==> src/rtl/ha_serial_sched.sv <==
// Round-robin arbiter that time-shares one external AND/XOR half-adder cell for WIDTH-bit serial adds.
// Latency: rsp_valid rises 2*WIDTH edges after accept; RESP holds until rsp_ready and no request is accepted meanwhile.
module ha_serial_sched #(
  parameter int NREQ  = 4,
  parameter int WIDTH = 8,
  localparam int IDW  = $clog2(NREQ)
) (
  input  logic                  clk,
  input  logic                  rst_n,
  input  logic [NREQ-1:0]       req_valid,
  output logic [NREQ-1:0]       req_ready,
  input  logic [NREQ*WIDTH-1:0] req_a,
  input  logic [NREQ*WIDTH-1:0] req_b,
  output logic                  rsp_valid,
  input  logic                  rsp_ready,
  output logic [WIDTH-1:0]      rsp_sum,
  output logic                  rsp_cout,
  output logic [IDW-1:0]        rsp_id,
  output logic                  ha_y,
  output logic                  ha_x,
  input  logic                  ha_z,
  input  logic                  ha_w
);

  localparam int BW = (WIDTH > 1) ? $clog2(WIDTH) : 1;

  localparam logic [1:0] ST_IDLE = 2'd0;
  localparam logic [1:0] ST_PH0  = 2'd1;
  localparam logic [1:0] ST_PH1  = 2'd2;
  localparam logic [1:0] ST_RESP = 2'd3;

  logic [1:0]       state;
  logic [IDW-1:0]   rr_ptr;
  logic [IDW-1:0]   cur_id;
  logic [WIDTH-1:0] op_a;
  logic [WIDTH-1:0] op_b;
  logic [WIDTH-1:0] sum_r;
  logic [WIDTH-1:0] sum_nxt;
  logic [BW-1:0]    bit_idx;
  logic             carry;
  logic             carry_nxt;
  logic             p_r;
  logic             g_r;
  logic             win_vld;
  logic [IDW-1:0]   win_id;

  // First valid requester at or after rr_ptr, wrapping around.
  always_comb begin
    win_vld = 1'b0;
    win_id  = '0;
    for (int j = 0; j < NREQ; j++) begin
      if (!win_vld && req_valid[(int'(rr_ptr) + j) % NREQ]) begin
        win_vld = 1'b1;
        win_id  = IDW'((int'(rr_ptr) + j) % NREQ);
      end
    end
  end

  // Grant is masked while reset is asserted so nothing looks accepted during reset.
  always_comb begin
    req_ready = '0;
    if (rst_n && state == ST_IDLE && win_vld) req_ready[win_id] = 1'b1;
  end

  always_comb begin
    ha_y = 1'b0;
    ha_x = 1'b0;
    case (state)
      ST_PH0: begin
        ha_y = op_a[bit_idx];
        ha_x = op_b[bit_idx];
      end
      ST_PH1: begin
        ha_y = p_r;
        ha_x = carry;
      end
      default: ;
    endcase
  end

  always_comb begin
    sum_nxt          = sum_r;
    sum_nxt[bit_idx] = ha_w;
  end

  // Full-adder carry: generate from PH0, or propagate-and-carry from PH1.
  assign carry_nxt = g_r | ha_z;

  always_ff @(posedge clk or negedge rst_n) begin
    if (!rst_n) begin
      state     <= ST_IDLE;
      rr_ptr    <= '0;
      cur_id    <= '0;
      op_a      <= '0;
      op_b      <= '0;
      sum_r     <= '0;
      bit_idx   <= '0;
      carry     <= 1'b0;
      p_r       <= 1'b0;
      g_r       <= 1'b0;
      rsp_valid <= 1'b0;
      rsp_sum   <= '0;
      rsp_cout  <= 1'b0;
      rsp_id    <= '0;
    end else begin
      case (state)
        ST_IDLE: begin
          if (win_vld) begin
            op_a    <= req_a[int'(win_id)*WIDTH +: WIDTH];
            op_b    <= req_b[int'(win_id)*WIDTH +: WIDTH];
            cur_id  <= win_id;
            carry   <= 1'b0;
            bit_idx <= '0;
            rr_ptr  <= (win_id == IDW'(NREQ-1)) ? '0 : win_id + 1'b1;
            state   <= ST_PH0;
          end
        end
        ST_PH0: begin
          p_r   <= ha_w;
          g_r   <= ha_z;
          state <= ST_PH1;
        end
        ST_PH1: begin
          sum_r <= sum_nxt;
          carry <= carry_nxt;
          if (bit_idx == BW'(WIDTH-1)) begin
            rsp_sum   <= sum_nxt;
            rsp_cout  <= carry_nxt;
            rsp_id    <= cur_id;
            rsp_valid <= 1'b1;
            state     <= ST_RESP;
          end else begin
            bit_idx <= bit_idx + 1'b1;
            state   <= ST_PH0;
          end
        end
        ST_RESP: begin
          if (rsp_ready) begin
            rsp_valid <= 1'b0;
            state     <= ST_IDLE;
          end
        end
        default: state <= ST_IDLE;
      endcase
    end
  end

endmodule

==> config.mk <==
export PLATFORM = sky130hd
export DESIGN_NAME = ha_serial_sched
export DESIGN_NICKNAME = d
export VERILOG_FILES = /design/src/rtl/ha_serial_sched.sv
export SDC_FILE = /design/constraint.sdc
export NUM_CORES = 1
export LEC_CHECK = 0
export ABC_AREA = 1
export CORE_ASPECT_RATIO = 0.7
export CORE_MARGIN = 2
export CORE_UTILIZATION = 40
export CTS_BUF_LIST = sky130_fd_sc_hd__clkbuf_4 sky130_fd_sc_hd__clkbuf_8
export DETAILED_ROUTE_END_ITERATION = 8
export PLACE_DENSITY_LB_ADDON = 0.05
export SLEW_MARGIN = 25
export SYNTH_ARGS = -nofsm -noshare
export SYNTH_HDL_FRONTEND = slang
export SYNTH_SLANG_ARGS = --single-unit
==> constraint.sdc <==
create_clock -name clk -period 5.1 [get_ports clk]
set_input_delay 1.53 -clock clk [delete_from_list [all_inputs] [get_ports clk]]
set_output_delay 1.53 -clock clk [all_outputs]
set_load 0.005 [all_outputs]
Yosys cells after proc, flatten, opt, wreduce, memory -nomap -nowiden
Index checks and enable logic that the tools add are counted.

Register bits: 48. Bits of input ports: 73.

Add/subtract/negate cells: 5. $lt $le $gt $ge: 8. Equal/unequal tests: 9. Shift-type cells: 2. Mux-type cells: 44. Bitwise operators: 4. Reduce and logical (&&, ||, !) cells: 22.

Operator list (count): $shiftx 32x6->8 (2); $mux 1 (18); $lt 3x4->1 const B (4); $mux 2 (8); $bmux 1 s2 (4); $bwmux 8 (1); $ne 2x2->1 const B (4); $pmux 1 s2 (4); $pmux 2 s4 (1); $reduce_and 2->1 (4); $logic_and 1x1->1 (7); $bmux 1 s3 (2); $eq 2x2->1 const B (3); $lt 2x3->1 const B (2); $mux 3 (2); $pmux 3 s2 (1); $reduce_and 3->1 (2); $reduce_or 2->1 (3); $add 2x1->2 const B (2); $add 2x2->2 const B (2); $mux 4 (1); $reduce_bool 2->1 (2); $add 3x1->3 const B (1); $and 1x1->1 const A (3); other kinds (9) (11).

Logic depth before layout (Yosys ltp)
Gate-level depths: netlist (run 1).

Depth after elaboration: 19. Mapped depth: 17.

Worst setup path before layout (run 1)
Ideal clock, no wire load.

Path type: input to output. Start point: input port req_valid[1]. End point: output port req_ready[3]. Arrival time: 2.666 ns. Setup slack: 0.904 ns. Stages: 12. Cells stage by stage: inv_1 nand2_1 nand3_1 nand2_2 nor2_4 nand3_4 nand3_4 buf_4 inv_1 ha_1 inv_1 nor2_1.

Cells in the longest elaborated chain, start to end: 17. Elaborated cells on any way between the ends: 32. Those cells by class: 2 x order compare; 22 x mux; 8 x reduce/logical.

RTL lines: from (decl) (RTL line 10) `input logic [NREQ-1:0] req_valid,`; $bmux 1 s2 (RTL line 52) `if (!win_vld && req_valid[(int'(rr_ptr) + j) % NREQ]) begin`; $mux 1 (implied by the code) (RTL line 52); $mux 1 (RTL line 52); $logic_not 1->1 (RTL line 52); $logic_and 1x1->1 (RTL line 52); $mux 1 (RTL line 52); $logic_not 1->1 (RTL line 52); $logic_and 1x1->1 (RTL line 52); $mux 1 (RTL line 52); $logic_not 1->1 (RTL line 52); $logic_and 1x1->1 (RTL line 52); $mux 2 (RTL line 52); $lt 2x3->1 (implied by the code) / $ge 2x1->1 (equally long branches) (RTL line 62) `if (rst_n && state == ST_IDLE && win_vld) req_ready[win_id] = 1'b1;`; $logic_and 1x1->1 (implied by the code) (RTL line 62); $mux 1 (implied by the code) (RTL line 62); $demux 1 s2 (RTL line 62); $mux 4 (*) (RTL line 62); to (decl) (RTL line 11) `output logic [NREQ-1:0] req_ready,`.

Mark *: on every way between the ends. The rest lies on a longest branch, timed or not. The select of a mux whose other input is x is not followed.

Worst setup path after layout (run 1)
Start point: input port req_valid[3]. End point: output port req_ready[3].

Same word-level chain as after synthesis.

==> results of run 1 <==
[through the flow]
stage | utilization | TNS [ps] | worst slack [ps] | hold slack (ps)
floorplan | - | 0 | 904.5 | 441.7
detailed placement | 0.5357 | -13.76 | -13.76 | 468.4
CTS | 0.5538 | 0 | 3.990 | 489.7
global route | 0.5605 | 0 | 219.8 | 513.3
global placement | 0.5357 | 0 | 37.81 | 464.1
finish | 0.5605 | 0 | 333.9 | 488.7
[per-layer routing]
layer | GRT usage | up-vias | wire [µm] | part of all wire
li1 | - | 1707 | - | -
met1 | 0.2881 | 1558 | 4321 | 0.48
met2 | 0.3370 | 60 | 4160 | 0.46
met3 | 0.04708 | 9 | 398 | 0.044
met4 | 0.04568 | 0 | 78 | 0.0087
met5 | 0 | - | 0 | 0
[logic make-up (layout without fill, tap and decap cells)]
group	count (synthesis)	count (layout)
AOI/OAI and AO/OA	41	41
muxes	10	10
buffers and inverters	91	178
DFF	48	48
and+or+nand+nor	292	292
adders and majority gates	7	7
[timing repair]
action	4_1_cts	5_1_grt
resized for setup	5	12
endpoints found under the setup margin	3	4
pin swaps	1	0
hold buffers	0	0
setup buffers	0	2
[state kept, by name, indices dropped and copies added, names as in the netlist]
| register | cells |
|---|---|
| state | 2 |
| rsp_cout | 1 |
| cur_id | 2 |
| p_r | 1 |
| rr_ptr | 2 |
| op_b | 8 |
| carry | 1 |
| op_a | 8 |
| g_r | 1 |
| sum_r | 8 |
| rsp_valid | 1 |
| rsp_sum | 8 |
| rsp_id | 2 |
| bit_idx | 3 |
[critical path: cells and delay by family]
kind	cells	cell delay, ps
buffers and inverters	6	890
AND/OR/NAND/NOR	7	610
adder cells (fa/ha/maj)	1	200
[worst max path at each step]
stage	startpoint	to	slack, ps	cells past startpoint
6_report	req_valid[3]	req_ready[3]	330	14
5_1_grt	req_valid[1]	req_ready[3]	220	14
4_1_cts	req_valid[3]	req_ready[3]	4	14
3_5_place_dp	req_valid[1]	req_ready[3]	-10	13
3_3_place_gp	req_valid[3]	req_ready[3]	40	13
2_1_floorplan	req_valid[1]	req_ready[3]	900	12
[layout make-up]
| cell class | count | share of cell area |
|---|---|---|
| well taps | 101 | 0.02864 |
| flip-flops and latches | 48 | 0.2723 |
| clock buffers | 7 | 0.02184 |
| multi-input cells | 350 | 0.3857 |
| repair buffers | 103 | 0.2277 |
| inverters | 67 | 0.05701 |
| clock inverters | 1 | 0.006807 |
[power by group through the flow]
stage / registers [mW] / logic [mW] / clock network, mW
after global routing: 0.675 / 2.16 / 0.326
after detailed placement: 0.657 / 1.83 / 0
after CTS: 0.652 / 1.85 / 0.308
final: 0.652 / 1.88 / 0.305
after floorplan: 0.621 / 1.38 / 0
after global placement: 0.651 / 1.81 / 0
[layout by cell type, fill, tap and decap left out, drive strengths merged]
cell type,instances
a21oi,6
a22o,1
a22oi,1
a31oi,1
buf,13
bufinv,1
clkbuf,8
clkdlybuf4s50,85
clkinv,2
dfrtp,48
dlymetal6s2s,4
ha,7
inv,65
mux2,2
mux2i,8
nand2,206
nand3,69
nand4,3
nor2,7
nor3,6
o2111ai,1
o211ai,1
o21ai,26
o21bai,1
o22ai,2
o31ai,1
or2,1
==> impl_metrics.toml, run 1 <==
[final_layout]
area_delta_synth_final_pct = 35.36
fin_cells = 677
multi_input_comb_area_um2 = 1702
final_area_um2 = 4412
seq_area_um2 = 1201
final_nets = 655
n_fill_cell = 810
antennaDiodeCount = 0
drive_gt1_frac = 0.08333

[timing]
final-hold-violation-count = 0
slew_headroom = 0.5792
fin_crit_ps = 4766
worst_pin_slew_ps = 629.7
maxSlewViolCount = 0
fmax_ghz = 0.2098
skew_ps = 4.350
rsz0062_at_grt = "no"
setup_violations = 0
fin_crit_sh = 0.9345

[die]
die_w_um = 111.9
core_area_um2 = 7871
design.portCount = 91
rows = 27
initial_core_util = 0.4141
dieArea_um2 = 8898
die_h_um = 79.53

[placement]
placed_cell_area_um2 = 4217
place_congestion = 0.8059
placed_cells_incl_taps = 667
port_buffers = 90
dp_hpwl_um = 6831

[clock_network]
numCtsBuffers = 5
h-tree-depth = 2
cts_max_path_buffers = 2
clk_pin_slew_ps = 90
clock_sinks = 48
clockRootBuffer = "clkbuf_8"
clock_latency_ps = 310
cts_tree = "built"

[power]
ir_worst_vdd_uv = 252.7
switchingPower_mw = 1.411
seqPwrFrac = 0.230
swShare = 0.4967
finalPower_mw = 2.841
p_clk_frac = 0.107
power_leakage_nw = 2.413
p_per_area_nw_per_um2 = 644.0
power.combinational.fraction = 0.663
p_int_mw = 1.430

[synthesis]
synth_xor_area_frac = 0
synth.area.mux_share = 0.03148
synth_fa_ha_area_frac = 0.02687
ys_ff_latch = 48
synth-simple-area-share = 0.3812
netlist.area_leader.share = 0.3685
yosysSeqAreaShare = 0.3685
synthTopCellsByCount = "203 x nand2_1, 67 x nand3_1, 61 x inv_1, 48 x dfrtp_1, 24 x o21ai_0"
syn_inst = 489
yosysTopAreaCell = "dfrtp_1"
ys_types = 32
yosys_warnings = 0
synth_most_common_cell = "nand2_1"
synth_fp_nets = 569
synth_area_um2 = 3259
avgSynthCellArea_um2 = 6.665
synthTopCellsByArea = "dfrtp_1 37%, nand2_1 23%, nand3_1 10%"
ys.flop_type = "dfrtp_1"
synth_compound_area_frac = 0.06948
synth_top_family_by_area = "simple AND/OR/NAND/NOR gates"
ys_async_sr_fraction = 1.000
synth_edf_count = 0

[run_status]
outcome = "completed"

[critical_path]
reg2reg_depth = 15
end_kind = "output pin"
worstPathCellList = "clkdlybuf4s50_1 -> inv_1 -> nand2_2 -> nand3_2 -> nand2_2 -> nor2_4 -> buf_4 -> nand3_4 -> nand3_4 -> inv_1 -> ha_1 -> inv_1 -> nor2_1 -> dlymetal6s2s_1"
r2r-start = "rr_ptr[0]$_DFFE_PN0P_"
cpPeakStageDelay_ps = 420
cp_common_cell = "inv_1"
crit_required_ps = 3570
crit_fanout = 3
r2r-end = "bit_idx[2]$_DFFE_PN0P_"
start_kind = "primary input"
r2r_setup_slack_ps = 2700
cp.arrival_ps = 3240
crit_type = "primary input to output pin"
cp_slowest_cell = "clkdlybuf4s50_1"

[global_route]
grt_max_degree = 49
antenna_found_initial = 0
gr-total-overflow = 0
grt_pass1_wl_um = 15020
grt_pass1_vias = 3149
grtUsageTotal = 0.2085

[min_path]
hold_path_class = "flop to flop"
holdPathEnd = "op_a[1]$_DFFE_PN0P_"
min_path_cells = 2
hp-start = "op_a[1]$_DFFE_PN0P_"

[routing]
route.detailed.drc = 0
antenna_left = 0
drt-initial-drc-count = 201
first_pass_iters = 6
drt-total-wl_um = 8959
viasPerCell = 4.925
wl_per_cell_um = 13.23
routed-via-count = 3334

[run]
maxCapViolCount = 0
Power figures use the tool's default switching activity.
==> run 2, diff against run 1 <==
--- a/constraint.sdc
+++ b/constraint.sdc
@@ -3,2 +3,2 @@
 set_output_delay 1.53 -clock clk [all_outputs]
-set_load 0.005 [all_outputs]
+set_load 0.01 [all_outputs]
==> impl_metrics.toml, run 2 (synthesis results as in run 1) <==
[critical_path]
start_kind = "primary input"
endpoint = "req_ready[3]"
worstPathCellList = "clkdlybuf4s50_1 -> inv_1 -> nand2_1 -> nand3_1 -> nand2_2 -> nor2_4 -> buf_4 -> nand3_4 -> nand3_4 -> inv_1 -> ha_1 -> inv_1 -> nor2_1 -> dlygate4sd2_1"
crit_required_ps = 3570
crit_type = "primary input to output pin"
cp.arrival_ps = 3370
crit_fanout = 3
cp.depth = 14
path_buf_inv = 6
cp_common_cell = "inv_1"
r2r_setup_slack_ps = 2730
cpPeakStageDelay_ps = 420
r2r-end = "bit_idx[2]$_DFFE_PN0P_"
cp_slowest_cell = "clkdlybuf4s50_1"
r2r-start = "rr_ptr[0]$_DFFE_PN0P_"
end_kind = "output pin"
reg2reg_depth = 14
critical_path.startpoint = "req_valid[1]"
critPathTopFamily = "buffers and inverters"

[die]
die_w_um = 111.9
initial_core_util = 0.4141
core_area_um2 = 7871
die_h_um = 79.53
rows = 27
design.portCount = 91
dieArea_um2 = 8898

[routing]
antenna_left = 0
route.detailed.drc = 0
viasPerCell = 4.841
drt-total-wl_um = 8639
wl_per_cell_um = 12.82
routed-via-count = 3263
drt-initial-drc-count = 187
first_pass_iters = 4

[power]
ir_worst_vdd_uv = 277.8
p_per_area_nw_per_um2 = 627.4
power_leakage_nw = 2.316

[global_route]
met3_usage = 0.03569
antenna_found_initial = 0
grtUsageMet2 = 0.3358
grtUsageTotal = 0.2030
grt_use_met1 = 0.2818
gr-total-overflow = 0
busiest_layer = "met2"
grt_max_degree = 49
grt_pass1_wl_um = 14740
grt_pass1_vias = 3147

[timing]
fin_crit_sh = 0.9614
rsz0062_at_grt = "no"
final-hold-violation-count = 0
fin_crit_ps = 4903
worst_pin_slew_ps = 646.9
setup_violations = 0
finalWorstSetupSlack_ps = 196.8
fmax_ghz = 0.2040
slew_headroom = 0.5677
skew_ps = 8.567
maxSlewViolCount = 0
finalSetupTns_ps = 0
worst_hold_slack_ps = 486.6

[final_layout]
final_nets = 653
area_delta_synth_final_pct = 31.71
final_cell_mix = "203 x nand2_1, 85 x clkdlybuf4s50_1, 67 x nand3_1"
fin_cells = 674
layout_commonest_cell = "nand2_1"
drive_gt1_frac = 0.05934
n_fill_cell = 810
antennaDiodeCount = 0

[run_status]
outcome = "completed"

[placement]
pre_cts_ws_ps = -57.18
place_congestion = 0.8059
port_buffers = 90
dp_hpwl_um = 6765
placed_cells_incl_taps = 667

[clock_network]
post-cts-setup-buffer-count = 0
cts_tree = "built"
h-tree-depth = 2
clock_sinks = 48
clock_latency_ps = 310
numCtsBuffers = 5
clockRootBuffer = "clkbuf_8"
clk_pin_slew_ps = 80
cts_max_path_buffers = 2

[run]
maxCapViolCount = 0

[min_path]
hold_path_class = "flop to flop"
run 2: cell count changes in the layout (fill, tap and decap cells not counted), moves of 2 or more:
cell / change
nor3_1: +3
dlygate4sd2_1: +4
nand3_2: -3
nand2_2: -5
nand3_1: +3
nand2_1: +5
dlymetal6s2s_1: -4
nor3_2: -3
clkbuf_8: -2
run 2: metrics by stage:
| step | util | power (mW) | instance area [µm²] |
|---|---|---|---|
| floorplan | - | 2.013 | 3259 |
| detailed placement | 0.5357 | 2.497 | 4217 |
| CTS | 0.5454 | 2.720 | 4293 |
| global route | 0.5454 | 3.010 | 4293 |
| global placement | 0.5357 | 2.476 | 4217 |
| finish | 0.5454 | 2.693 | 4293 |
run 2: timing repair:
action / in CTS / in global routing
gates resized for setup: 4 / 1
endpoints found under the hold margin: 0 / 0
hold buffers: 0 / 0
endpoints found under the setup margin: 4 / 1
run 2: cell type report:
cell class,count,area (µm²),share of cell area
Sequential cell,48,1201,0.2798
Inverter,67,251.5,0.05858
Tap cell,101,126.4,0.02944
Timing Repair Buffer,101,973.4,0.2268
Clock inverter,1,5.005,0.001166
Multi-Input combinational cell,350,1659,0.3865
Clock buffer,6,76.32,0.01778
run 2: worst min-delay path by stage:
| stage | start | to | slack, ps | cells after the start |
|---|---|---|---|---|
| final | op_a[2]$_DFFE_PN0P_ | op_a[2]$_DFFE_PN0P_ | 490 | 2 |
| after global routing | op_a[1]$_DFFE_PN0P_ | op_a[1]$_DFFE_PN0P_ | 510 | 2 |
| after CTS | op_a[7]$_DFFE_PN0P_ | op_a[7]$_DFFE_PN0P_ | 490 | 2 |
| after detailed placement | op_a[7]$_DFFE_PN0P_ | op_a[7]$_DFFE_PN0P_ | 470 | 2 |
| after global placement | carry$_DFFE_PN0P_ | carry$_DFFE_PN0P_ | 460 | 2 |
| after floorplan | carry$_DFFE_PN0P_ | carry$_DFFE_PN0P_ | 440 | 2 |
run 2: where the power goes:
part	switching (mW)	leakage, nW	internal, mW	total [mW]
Combinational	1.14	1.68	0.682	1.82
Sequential	0.107	0.588	0.543	0.650
Clock	0.125	0.0445	0.0988	0.224
Total	1.37	2.32	1.32	2.69
run 2: routing by layer:
metal / vias up / share of wire / wire length (µm)
met2: 66 / 0.45 / 3905
met4: 0 / 0.010 / 88
met1: 1491 / 0.49 / 4204
met5: - / 0 / 0
met3: 9 / 0.051 / 440
li1: 1697 / - / -
run 2: worst min-delay path, delay by kind of cell (launching register included):
family           cells  cell delay (ps)
flip-flops           1              350
AND/OR/NAND/NOR      2              110
==> run 3, diff against run 2 <==
Settings changed: CAP_MARGIN set to 40.
==> results of run 3 <==
No change in the layout: final DEF, timing and power equal those of run 2.
